File: src/rtl/code_packer.sv
// -----------------------------------------------------------------------------
// code_packer
//
// Packs variable-length compressed codes LSB-first into a continuous bitstream
// and emits fixed OUT_WIDTH-bit words. Each incoming code is right-aligned in
// i_compressed_word; its bit length comes from the 3-bit pattern code. A flush
// request drains whatever residue remains as a zero-padded final word tagged
// with its meaningful bit count.
//
// Ports
//   i_clk, i_rst          clock, asynchronous active-high reset
//   i_valid / o_ready     input handshake for one compressed code
//   i_code                pattern code (selects code length)
//   i_compressed_word     right-aligned code bits
//   i_flush               single-cycle drain request (honoured in PACK only)
//   o_valid / i_ready     output handshake for one packed word
//   o_data                packed word, first stream bit at bit 0
//   o_bits                meaningful bits in o_data
//   o_last                o_data is the final word of a flush
//   o_flush_done          one-cycle pulse once a flush has completed
//   o_code_err            one-cycle pulse after accepting code 110/111
// -----------------------------------------------------------------------------
module code_packer #(
  parameter int TOTAL_BITS = 34,
  parameter int OUT_WIDTH  = 64
) (
  input  logic                       i_clk,
  input  logic                       i_rst,
  input  logic                       i_valid,
  output logic                       o_ready,
  input  logic [2:0]                 i_code,
  input  logic [TOTAL_BITS-1:0]      i_compressed_word,
  input  logic                       i_flush,
  output logic                       o_valid,
  input  logic                       i_ready,
  output logic [OUT_WIDTH-1:0]       o_data,
  output logic [$clog2(OUT_WIDTH):0] o_bits,
  output logic                       o_last,
  output logic                       o_flush_done,
  output logic                       o_code_err
);

  localparam int ACC_W  = OUT_WIDTH + TOTAL_BITS;
  localparam int FILL_W = $clog2(ACC_W);
  localparam int BITS_W = $clog2(OUT_WIDTH) + 1;
  localparam logic [FILL_W-1:0] OUT_FILL = FILL_W'(OUT_WIDTH);

  typedef enum logic [1:0] {
    PACK  = 2'd0,
    FLUSH = 2'd1,
    DRAIN = 2'd2
  } state_t;

  state_t              state_q, state_d;
  logic [ACC_W-1:0]    acc_q, acc_d;
  logic [FILL_W-1:0]   fill_q, fill_d;
  logic                valid_q, valid_d;
  logic [OUT_WIDTH-1:0] data_q, data_d;
  logic [BITS_W-1:0]   bits_q, bits_d;
  logic                last_q, last_d;
  logic                done_q, done_d;
  logic                err_q, err_d;

  logic [FILL_W-1:0]   codeLen;
  logic [ACC_W-1:0]    codeMask;
  logic [ACC_W-1:0]    codeBits;
  logic [ACC_W-1:0]    codeShifted;
  logic                accept;
  logic                outFree;

  // Bit length of each pattern code; the two reserved codes pack nothing.
  function automatic logic [FILL_W-1:0] lenOf(input logic [2:0] code);
    logic [FILL_W-1:0] len;
    case (code)
      3'b000:  len = FILL_W'(2);
      3'b001:  len = FILL_W'(6);
      3'b010:  len = FILL_W'(12);
      3'b011:  len = FILL_W'(16);
      3'b100:  len = FILL_W'(24);
      3'b101:  len = FILL_W'(34);
      default: len = '0;
    endcase
    return len;
  endfunction

  // Bits above the code length are don't-care on the input, so they are
  // masked off before being merged at the current fill position.
  assign codeLen     = lenOf(i_code);
  assign codeMask    = ~({ACC_W{1'b1}} << codeLen);
  assign codeBits    = {{OUT_WIDTH{1'b0}}, i_compressed_word} & codeMask;
  assign codeShifted = codeBits << fill_q;

  // Accepting only while fill < OUT_WIDTH keeps the merge inside the
  // accumulator and makes acceptance and extraction mutually exclusive.
  assign o_ready = (state_q == PACK) && (fill_q < OUT_FILL);
  assign accept  = i_valid && o_ready;
  assign outFree = !valid_q || i_ready;

  // Next-state logic: stream accumulation, word extraction and flush sequencing.
  always_comb begin
    state_d = state_q;
    acc_d   = acc_q;
    fill_d  = fill_q;
    valid_d = valid_q;
    data_d  = data_q;
    bits_d  = bits_q;
    last_d  = last_q;
    done_d  = 1'b0;
    err_d   = 1'b0;

    if (valid_q && i_ready) begin
      valid_d = 1'b0;
    end

    unique case (state_q)
      PACK: begin
        if (accept) begin
          acc_d  = acc_q | codeShifted;
          fill_d = fill_q + codeLen;
          err_d  = (i_code[2:1] == 2'b11);
        end else if ((fill_q >= OUT_FILL) && outFree) begin
          valid_d = 1'b1;
          data_d  = acc_q[OUT_WIDTH-1:0];
          bits_d  = BITS_W'(OUT_WIDTH);
          last_d  = 1'b0;
          acc_d   = acc_q >> OUT_WIDTH;
          fill_d  = fill_q - OUT_FILL;
        end
        if (i_flush) begin
          state_d = FLUSH;
        end
      end

      FLUSH: begin
        if (fill_q >= OUT_FILL) begin
          if (outFree) begin
            valid_d = 1'b1;
            data_d  = acc_q[OUT_WIDTH-1:0];
            bits_d  = BITS_W'(OUT_WIDTH);
            last_d  = (fill_q == OUT_FILL);
            acc_d   = acc_q >> OUT_WIDTH;
            fill_d  = fill_q - OUT_FILL;
          end
        end else if (fill_q != '0) begin
          // Bits above fill are always zero, so the residue is already padded.
          if (outFree) begin
            valid_d = 1'b1;
            data_d  = acc_q[OUT_WIDTH-1:0];
            bits_d  = BITS_W'(fill_q);
            last_d  = 1'b1;
            acc_d   = '0;
            fill_d  = '0;
          end
        end else begin
          state_d = DRAIN;
        end
      end

      DRAIN: begin
        if (outFree) begin
          done_d  = 1'b1;
          state_d = PACK;
        end
      end

      default: begin
        state_d = PACK;
      end
    endcase
  end

  // State and output registers; reset discards any residue immediately.
  always_ff @(posedge i_clk or posedge i_rst) begin
    if (i_rst) begin
      state_q <= PACK;
      acc_q   <= '0;
      fill_q  <= '0;
      valid_q <= 1'b0;
      data_q  <= '0;
      bits_q  <= '0;
      last_q  <= 1'b0;
      done_q  <= 1'b0;
      err_q   <= 1'b0;
    end else begin
      state_q <= state_d;
      acc_q   <= acc_d;
      fill_q  <= fill_d;
      valid_q <= valid_d;
      data_q  <= data_d;
      bits_q  <= bits_d;
      last_q  <= last_d;
      done_q  <= done_d;
      err_q   <= err_d;
    end
  end

  assign o_valid      = valid_q;
  assign o_data       = data_q;
  assign o_bits       = bits_q;
  assign o_last       = last_q;
  assign o_flush_done = done_q;
  assign o_code_err   = err_q;

endmodule
File: config.mk
export PLATFORM = sky130hd
export DESIGN_NAME = code_packer
export DESIGN_NICKNAME = d
export VERILOG_FILES = /design/src/rtl/code_packer.sv
export SDC_FILE = /design/constraint.sdc
export NUM_CORES = 1
export LEC_CHECK = 0
export BUFFER_PORTS_ARGS = -buffer_cell sky130_fd_sc_hd__buf_2
export CAP_MARGIN = 5
export CORE_UTILIZATION = 50
export DETAILED_ROUTE_END_ITERATION = 8
export PLACE_DENSITY = 0.68
export SYNTH_ARGS = -nofsm -noshare
export SYNTH_HDL_FRONTEND = slang
export SYNTH_SLANG_ARGS = --single-unit
File: constraint.sdc
create_clock -name i_clk -period 8.64 [get_ports i_clk]
set_input_delay 1.728 -clock i_clk [delete_from_list [all_inputs] [get_ports i_clk]]
set_output_delay 1.728 -clock i_clk [all_outputs]
set_load 0.05 [all_outputs]
==> results.sh, run 1 <==
export IMPL_status="finished clean"
export IMPL_ys_seq_area_share_pct=42.2
export IMPL_utilization_pct=57.1
export IMPL_period_needed_ns=3.98
export IMPL_syn_area_mm2=0.0107
export IMPL_max_vdd_ir_drop_uv=322
export IMPL_vias_per_cell=6.68
export IMPL_final_max_slew_viol_count=0
export IMPL_cts_root_buffer="clkbuf_16"
export IMPL_crit_chain="buf_2 > nor2b_1 > or3_1 > a21o_4 > buf_4 > o21ai_0 > a2bb2oi_1 > nand2_1"
export IMPL_yosysWarnings=0
export IMPL_grt_usage_pct=38.7
export IMPL_dp_hpwl_um=28800
export IMPL_power_total_mw=4.46
export IMPL_crit_path_max_fanout=76
export IMPL_worstSetupPathType="in2reg"
export IMPL_post_drt_wl_per_cell_um=26.0
export IMPL_drt_iter0_drc=1532
export IMPL_ctsHoldBuffers=0
export IMPL_fin_ws_ns=4.66
export IMPL_p_leak_nw=5.67
export IMPL_overflow=0
export IMPL_io_pins=118
export IMPL_antenna_found_initial=2
export IMPL_hold_viol_final=0
export IMPL_async_flop_share_pct=100
export IMPL_setup_viol_count_final=0
export IMPL_first_pass_iters=6
export IMPL_crit_family="compound AO/OA/AOI/OAI gates"
export IMPL_drive_gt1_share_pct=17.7
export IMPL_worstMarginPinSlew_ns=1.32
export IMPL_place_congestion=1.02
export IMPL_portBuffers=117
export IMPL_ys_types=90
export IMPL_cts_made_buffers=17
export IMPL_post_cts_buffers=0
export IMPL_clk_latency_ns=0.45
export IMPL_grt_max_degree=77
export IMPL_cts_max_level=4
export IMPL_max_clock_freq_ghz=0.251
export IMPL_syn2layout_area_growth_pct=11.7
export IMPL_dieWidth_um=149
export IMPL_synth_avg_cell_area_um2=8.59
export IMPL_dieArea_mm2=0.0221
export IMPL_clkSinkCount=181
export IMPL_slowest_delay_ns=0.71
export IMPL_rows=53
export IMPL_critPathBufInv=2
export IMPL_maxCapViolCount=0
export IMPL_synth_edf_count=0
export IMPL_start_util_pct=51.1
export IMPL_grt_pass1_vias=10119
export IMPL_syn_num_nets=1298
export IMPL_clock_path_buffers=2
export IMPL_detail_route_antenna_nets=0
export IMPL_ys_dominant_reg_cell="dfrtp_1"
export IMPL_cp_required_ns=9.03
export IMPL_grt_pass1_wl_um=63200
export IMPL_holdWs_ns=0.469
export IMPL_drc=0
export IMPL_powerDensity_mw_per_mm2=372
export IMPL_coreArea_mm2=0.0210
export IMPL_fin_worst_skew_ns=0.00930
export IMPL_via_count=10676
export IMPL_pre_cts_slack_ns=4.27
export IMPL_cts_resized=0
export IMPL_num_antenna_cells=0
export IMPL_slew_headroom_pct=11.5
export IMPL_worstPathArrival_ns=4.37
export IMPL_period_share_pct=46.1
export IMPL_dieHeight_um=149
export IMPL_tns_ns=0
export IMPL_wl_um=41500
export IMPL_rrSetupSlack_ns=4.82
export IMPL_critPathSlowestCell="buf_4"
export IMPL_crit_path_end_kind="register"
export IMPL_hold_class="reg2reg"
export IMPL_startpoint_type="input port"
export IMPL_fin_nets=1359
export IMPL_synth_cells=1250
export IMPL_clk_pin_slew_worst_paths_ns=0.08
export IMPL_ys_ff_latch=181
export IMPL_rsz0062_at_grt="no"
export IMPL_nFillCells=1945
export IMPL_cts_tree="done"
[registers in the layout, indices dropped and copies added, names as in the netlist, 2 cells and up]
name / count
acc_q: 98
state_q: 2
fill_q: 6
o_data: 64
o_bits: 7
[Yosys cell counts, types with 4 or more instances]
| library cell | count | area [µm²] |
|---|---|---|
| a31oi_1 | 19 | 119 |
| buf_1 | 12 | 45.0 |
| nand2_1 | 287 | 1080 |
| clkbuf_1 | 34 | 128 |
| o221ai_1 | 7 | 61.3 |
| xor2_1 | 5 | 43.8 |
| o21ai_0 | 84 | 420 |
| o21a_1 | 4 | 30.0 |
| or2_2 | 4 | 25.0 |
| a221o_1 | 12 | 120 |
| a21o_1 | 13 | 97.6 |
| o32ai_1 | 5 | 43.8 |
| o22ai_1 | 22 | 138 |
| nand3b_1 | 4 | 30.0 |
| nor3_1 | 22 | 110 |
| o2bb2ai_1 | 7 | 61.3 |
| o21ai_1 | 5 | 25.0 |
| a22o_1 | 5 | 43.8 |
| buf_4 | 8 | 60.1 |
| o31ai_1 | 5 | 37.5 |
| o211ai_1 | 4 | 30.0 |
| nand4_1 | 5 | 31.3 |
| and3_1 | 5 | 31.3 |
| nand2b_1 | 15 | 93.8 |
| a2111oi_0 | 6 | 52.6 |
| buf_2 | 31 | 155 |
| ha_1 | 5 | 62.6 |
| or3_1 | 5 | 31.3 |
| a21oi_1 | 67 | 335 |
| dfrtp_1 | 181 | 4530 |
| a211oi_1 | 18 | 135 |
| inv_1 | 17 | 63.8 |
| nand3_1 | 29 | 145 |
| mux2_2 | 20 | 225 |
| o221a_2 | 4 | 45.0 |
| a221oi_1 | 11 | 96.3 |
| buf_6 | 6 | 67.6 |
| mux4_2 | 5 | 113 |
| mux2i_1 | 32 | 320 |
| a22oi_1 | 27 | 203 |
| nor2b_1 | 10 | 62.6 |
| and2_1 | 8 | 50.1 |
| nor2_1 | 100 | 375 |
[worst reg2reg max path, delay by kind of cell (launching register included)]
| kind | cells | cell delay (ns) |
|---|---|---|
| AND/OR/NAND/NOR | 3 | 1.59 |
| AO/OA/AOI/OAI | 3 | 1.34 |
| flip-flops | 1 | 0.43 |
| buffers and inverters | 1 | 0.34 |
[stage by stage]
stage / area (µm²) / std cells
2_1_floorplan: 10700 / 1250
5_1_grt: 12000 / 1599
3_5_place_dp: 11400 / 1567
6_report: 12000 / 1599
3_3_place_gp: 11400 / 1567
4_1_cts: 12000 / 1599
[cells by family (layout without fill, tap and decap cells)]
kind of cell / count (synthesis) / in the layout / share of synthesized area [%]
and+or+nand+nor: 517 / 517 / 21.3
AOI/OAI and AO/OA: 371 / 371 / 23.9
buffers and inverters: 111 / 185 / 4.95
xor gates and xnor gates: 6 / 6 / 0.559
adders and majority gates: 6 / 6 / 0.769
muxes: 58 / 58 / 6.27
DFF: 181 / 181 / 42.2
[layer usage]
layer / GRT usage [%] / up-vias / wire length, µm
met3: 9.69 / 145 / 4490
met1: 52.4 / 5181 / 16600
met5: 0 / - / 18
li1: - / 4652 / -
met2: 56.4 / 696 / 18200
met4: 21.4 / 2 / 2210
[power by group]
group / total [mW] / switching, mW / internal, mW
Combinational: 2.33 / 1.75 / 0.580
Clock: 0.836 / 0.410 / 0.426
Sequential: 1.30 / 0.202 / 1.10
[worst paths after layout]
path | from | end | cells past startpoint
setup / recovery | i_ready | acc_q[56] | 8
hold / removal | o_data[27] | o_data[27] | 2
setup reg to reg | fill_q[3] | acc_q[58] | 7
hold reg to reg | o_data[27] | o_data[27] | 2
max in group asynchronous | i_rst | acc_q[38] | 4
min in group asynchronous | i_rst | o_data[24] | 2
[layout make-up]
class	instances	area (µm²)	area share, %
clock inverters	14	189	1.58
multi-input cells	958	5700	47.5
inverters	19	76.3	0.636
well taps	275	344	2.87
flip-flops and latches	181	4530	37.8
clock buffers	18	439	3.66
repair buffers	134	713	5.95
[cells in the final DEF (no fill, tap or decap), types with 5 or more instances in the layout]
cell / netlist / layout
nand2_1: 287 / 287
dfrtp_1: 181 / 179
buf_2: 31 / 117
nor2_1: 100 / 100
o21ai_0: 84 / 84
a21oi_1: 67 / 66
mux2i_1: 32 / 32
nand3_1: 29 / 29
a22oi_1: 27 / 27
nor3_1: 22 / 22
o22ai_1: 22 / 22
mux2_2: 20 / 20
a31oi_1: 19 / 19
a211oi_1: 18 / 18
clkbuf_16: 0 / 17
buf_4: 8 / 17
inv_1: 17 / 16
nand2b_1: 15 / 15
a21o_1: 13 / 12
a221o_1: 12 / 12
a221oi_1: 11 / 11
nor2b_1: 10 / 10
and2_1: 8 / 8
o2bb2ai_1: 7 / 7
o221ai_1: 7 / 7
a2111oi_0: 6 / 6
or3_1: 5 / 5
mux4_2: 5 / 5
and3_1: 5 / 5
xor2_1: 5 / 5
o32ai_1: 5 / 5
o21ai_1: 5 / 5
nand4_1: 5 / 5
a22o_1: 5 / 5
o31ai_1: 5 / 5
ha_1: 5 / 5
clkinv_8: 0 / 5
(Power assumes the default switching activity.)
==> run 2, diff against run 1 <==
==> constraint.sdc (replaced) <==
create_clock -name i_clk -period 3.7 [get_ports i_clk]
set_input_delay 0.74 -clock i_clk [delete_from_list [all_inputs] [get_ports i_clk]]
set_output_delay 0.74 -clock i_clk [all_outputs]
set_load 0.05 [all_outputs]
==> results.sh, run 2 (synthesis results as in run 1) <==
export IMPL_status="finished clean"
export IMPL_io_pins=118
export IMPL_clkSinkCount=181
export IMPL_layout_commonest_cell="nand2_1"
export IMPL_slew_headroom_pct=30.7
export IMPL_switching_share_pct=52.8
export IMPL_final_max_slew_viol_count=0
export IMPL_fin_worst_skew_ns=0.0166
export IMPL_grt_usage_pct=40.4
export IMPL_grt_pass1_vias=10350
export IMPL_period_needed_ns=3.03
export IMPL_regMostFlops="acc_q"
export IMPL_p_int_mw=5.02
export IMPL_ff_latch_area_mm2=0.00453
export IMPL_place_congestion=1.05
export IMPL_post_drt_wl_per_cell_um=26.5
export IMPL_detail_route_antenna_nets=0
export IMPL_multi_input_area_mm2=0.00570
export IMPL_dieWidth_um=149
export IMPL_coreArea_mm2=0.0210
export IMPL_powerDensity_mw_per_mm2=866
export IMPL_antenna_found_initial=1
export IMPL_period_share_pct=81.8
export IMPL_maxCapViolCount=0
export IMPL_post_cts_buffers=0
export IMPL_cts_root_buffer="clkbuf_16"
export IMPL_drive_gt1_share_pct=19.9
export IMPL_worstMarginPinSlew_ns=1.04
export IMPL_crit_path_max_fanout=36
export IMPL_drc=0
export IMPL_cts_made_buffers=17
export IMPL_first_pass_iters=8
export IMPL_start_util_pct=51.1
export IMPL_hold_class="in2async"
export IMPL_nFillCells=1913
export IMPL_setup_viol_count_final=0
export IMPL_drt_iter0_drc=1321
export IMPL_grt_pass1_wl_um=65300
export IMPL_grt_max_degree=111
export IMPL_syn2layout_area_growth_pct=14.4
export IMPL_fin_nets=1397
export IMPL_clk_pin_slew_worst_paths_ns=0.08
export IMPL_hold_viol_final=0
export IMPL_via_count=10814
export IMPL_vias_per_cell=6.61
export IMPL_rsz0062_at_grt="no"
export IMPL_cts_resized=0
export IMPL_crit_path_end_kind="register"
export IMPL_clk_latency_ns=0.45
export IMPL_cts_max_level=4
export IMPL_net_switching_power_mw=5.61
export IMPL_rows=53
export IMPL_worstPathArrival_ns=3.33
export IMPL_seq_power_share_pct=28.9
export IMPL_max_vdd_ir_drop_uv=707
export IMPL_tns_ns=0
export IMPL_p_leak_nw=5.85
export IMPL_worstSetupPathType="reg2reg"
export IMPL_clock_path_buffers=2
export IMPL_ctsHoldBuffers=0
export IMPL_wl_um=43400
export IMPL_max_clock_freq_ghz=0.330
export IMPL_largest_register_ffs=98
export IMPL_cts_tree="done"
export IMPL_startpoint_type="register"
export IMPL_p_comb_share_pct=53.7
export IMPL_portBuffers=117
export IMPL_dieHeight_um=149
export IMPL_overflow=0
export IMPL_cp_required_ns=4.00
export IMPL_dieArea_mm2=0.0221
export IMPL_power_total_mw=10.6
export IMPL_dp_hpwl_um=31700
export IMPL_pwr_share_clk_pct=17.4
export IMPL_mostFrequentLayoutCells="nand2_1, dfrtp_1, buf_2, nor2_1, o21ai_0"
-- run 2: power by group through the flow --
stage / clock network, mW / registers, mW / logic [mW]
6_report: 1.85 / 3.08 / 5.71
5_1_grt: 1.93 / 3.14 / 6.04
4_1_cts: 1.85 / 3.07 / 5.58
3_5_place_dp: 0 / 3.10 / 5.56
3_3_place_gp: 0 / 3.09 / 5.55
2_1_floorplan: 0 / 3.84 / 2.95
-- run 2: area by class of cell --
| class | instances | area share (%) |
|---|---|---|
| tap | 275 | 2.80 |
| clock inverter | 14 | 1.27 |
| sequential | 181 | 36.9 |
| inverter | 19 | 0.611 |
| timing repair buffer | 172 | 8.53 |
| clock buffer | 17 | 3.46 |
| antenna | 1 | 0.0204 |
| multi-input combinational | 958 | 46.4 |
-- run 2: per-layer routing --
layer / track usage [%] / vias to the layer above / routed length [µm]
met5: 0 / - / 0
met4: 20.6 / 0 / 2330
met3: 7.09 / 155 / 4370
met2: 61.6 / 759 / 19100
met1: 55.1 / 5186 / 17600
li1: - / 4714 / -
-- run 2: final timing paths --
| check | start | to | slack [ns] | depth (start not counted) |
|---|---|---|---|---|
| min in group i_clk | acc_q[27] | o_data[27] | 0.47 | 2 |
| worst min-delay path | i_rst | o_data[15] | 0.26 | 2 |
| max in group asynchronous | i_rst | fill_q[1] | 2.46 | 3 |
| worst max-delay path | fill_q[1] | acc_q[71] | 0.67 | 8 |
| worst max register to register | fill_q[1] | acc_q[71] | 0.67 | 8 |
| worst min register to register | acc_q[27] | o_data[27] | 0.47 | 2 |
-- run 2: metrics by stage --
stage	std cells	hold WS [ns]	utilization [%]	instance area, µm²	setup slack (ns)
2_1_floorplan	1250	0.432	-	10700	0.637
3_3_place_gp	1605	0.451	55.7	11700	0.552
3_5_place_dp	1605	0.454	55.7	11700	0.598
4_1_cts	1636	0.274	58.4	12300	0.793
5_1_grt	1636	0.291	58.4	12300	0.525
6_report	1637	0.264	58.4	12300	0.673
-- run 2: worst max-delay path, stage by stage (launching register included) --
cell and delay [ns]:
dfrtp_2 0.72, buf_12 0.28, mux2i_1 0.43, nor2_1 0.13, a21oi_1 0.29, mux2i_1 0.28
buf_4 0.25, a2111oi_0 0.39, nor3_1 0.09
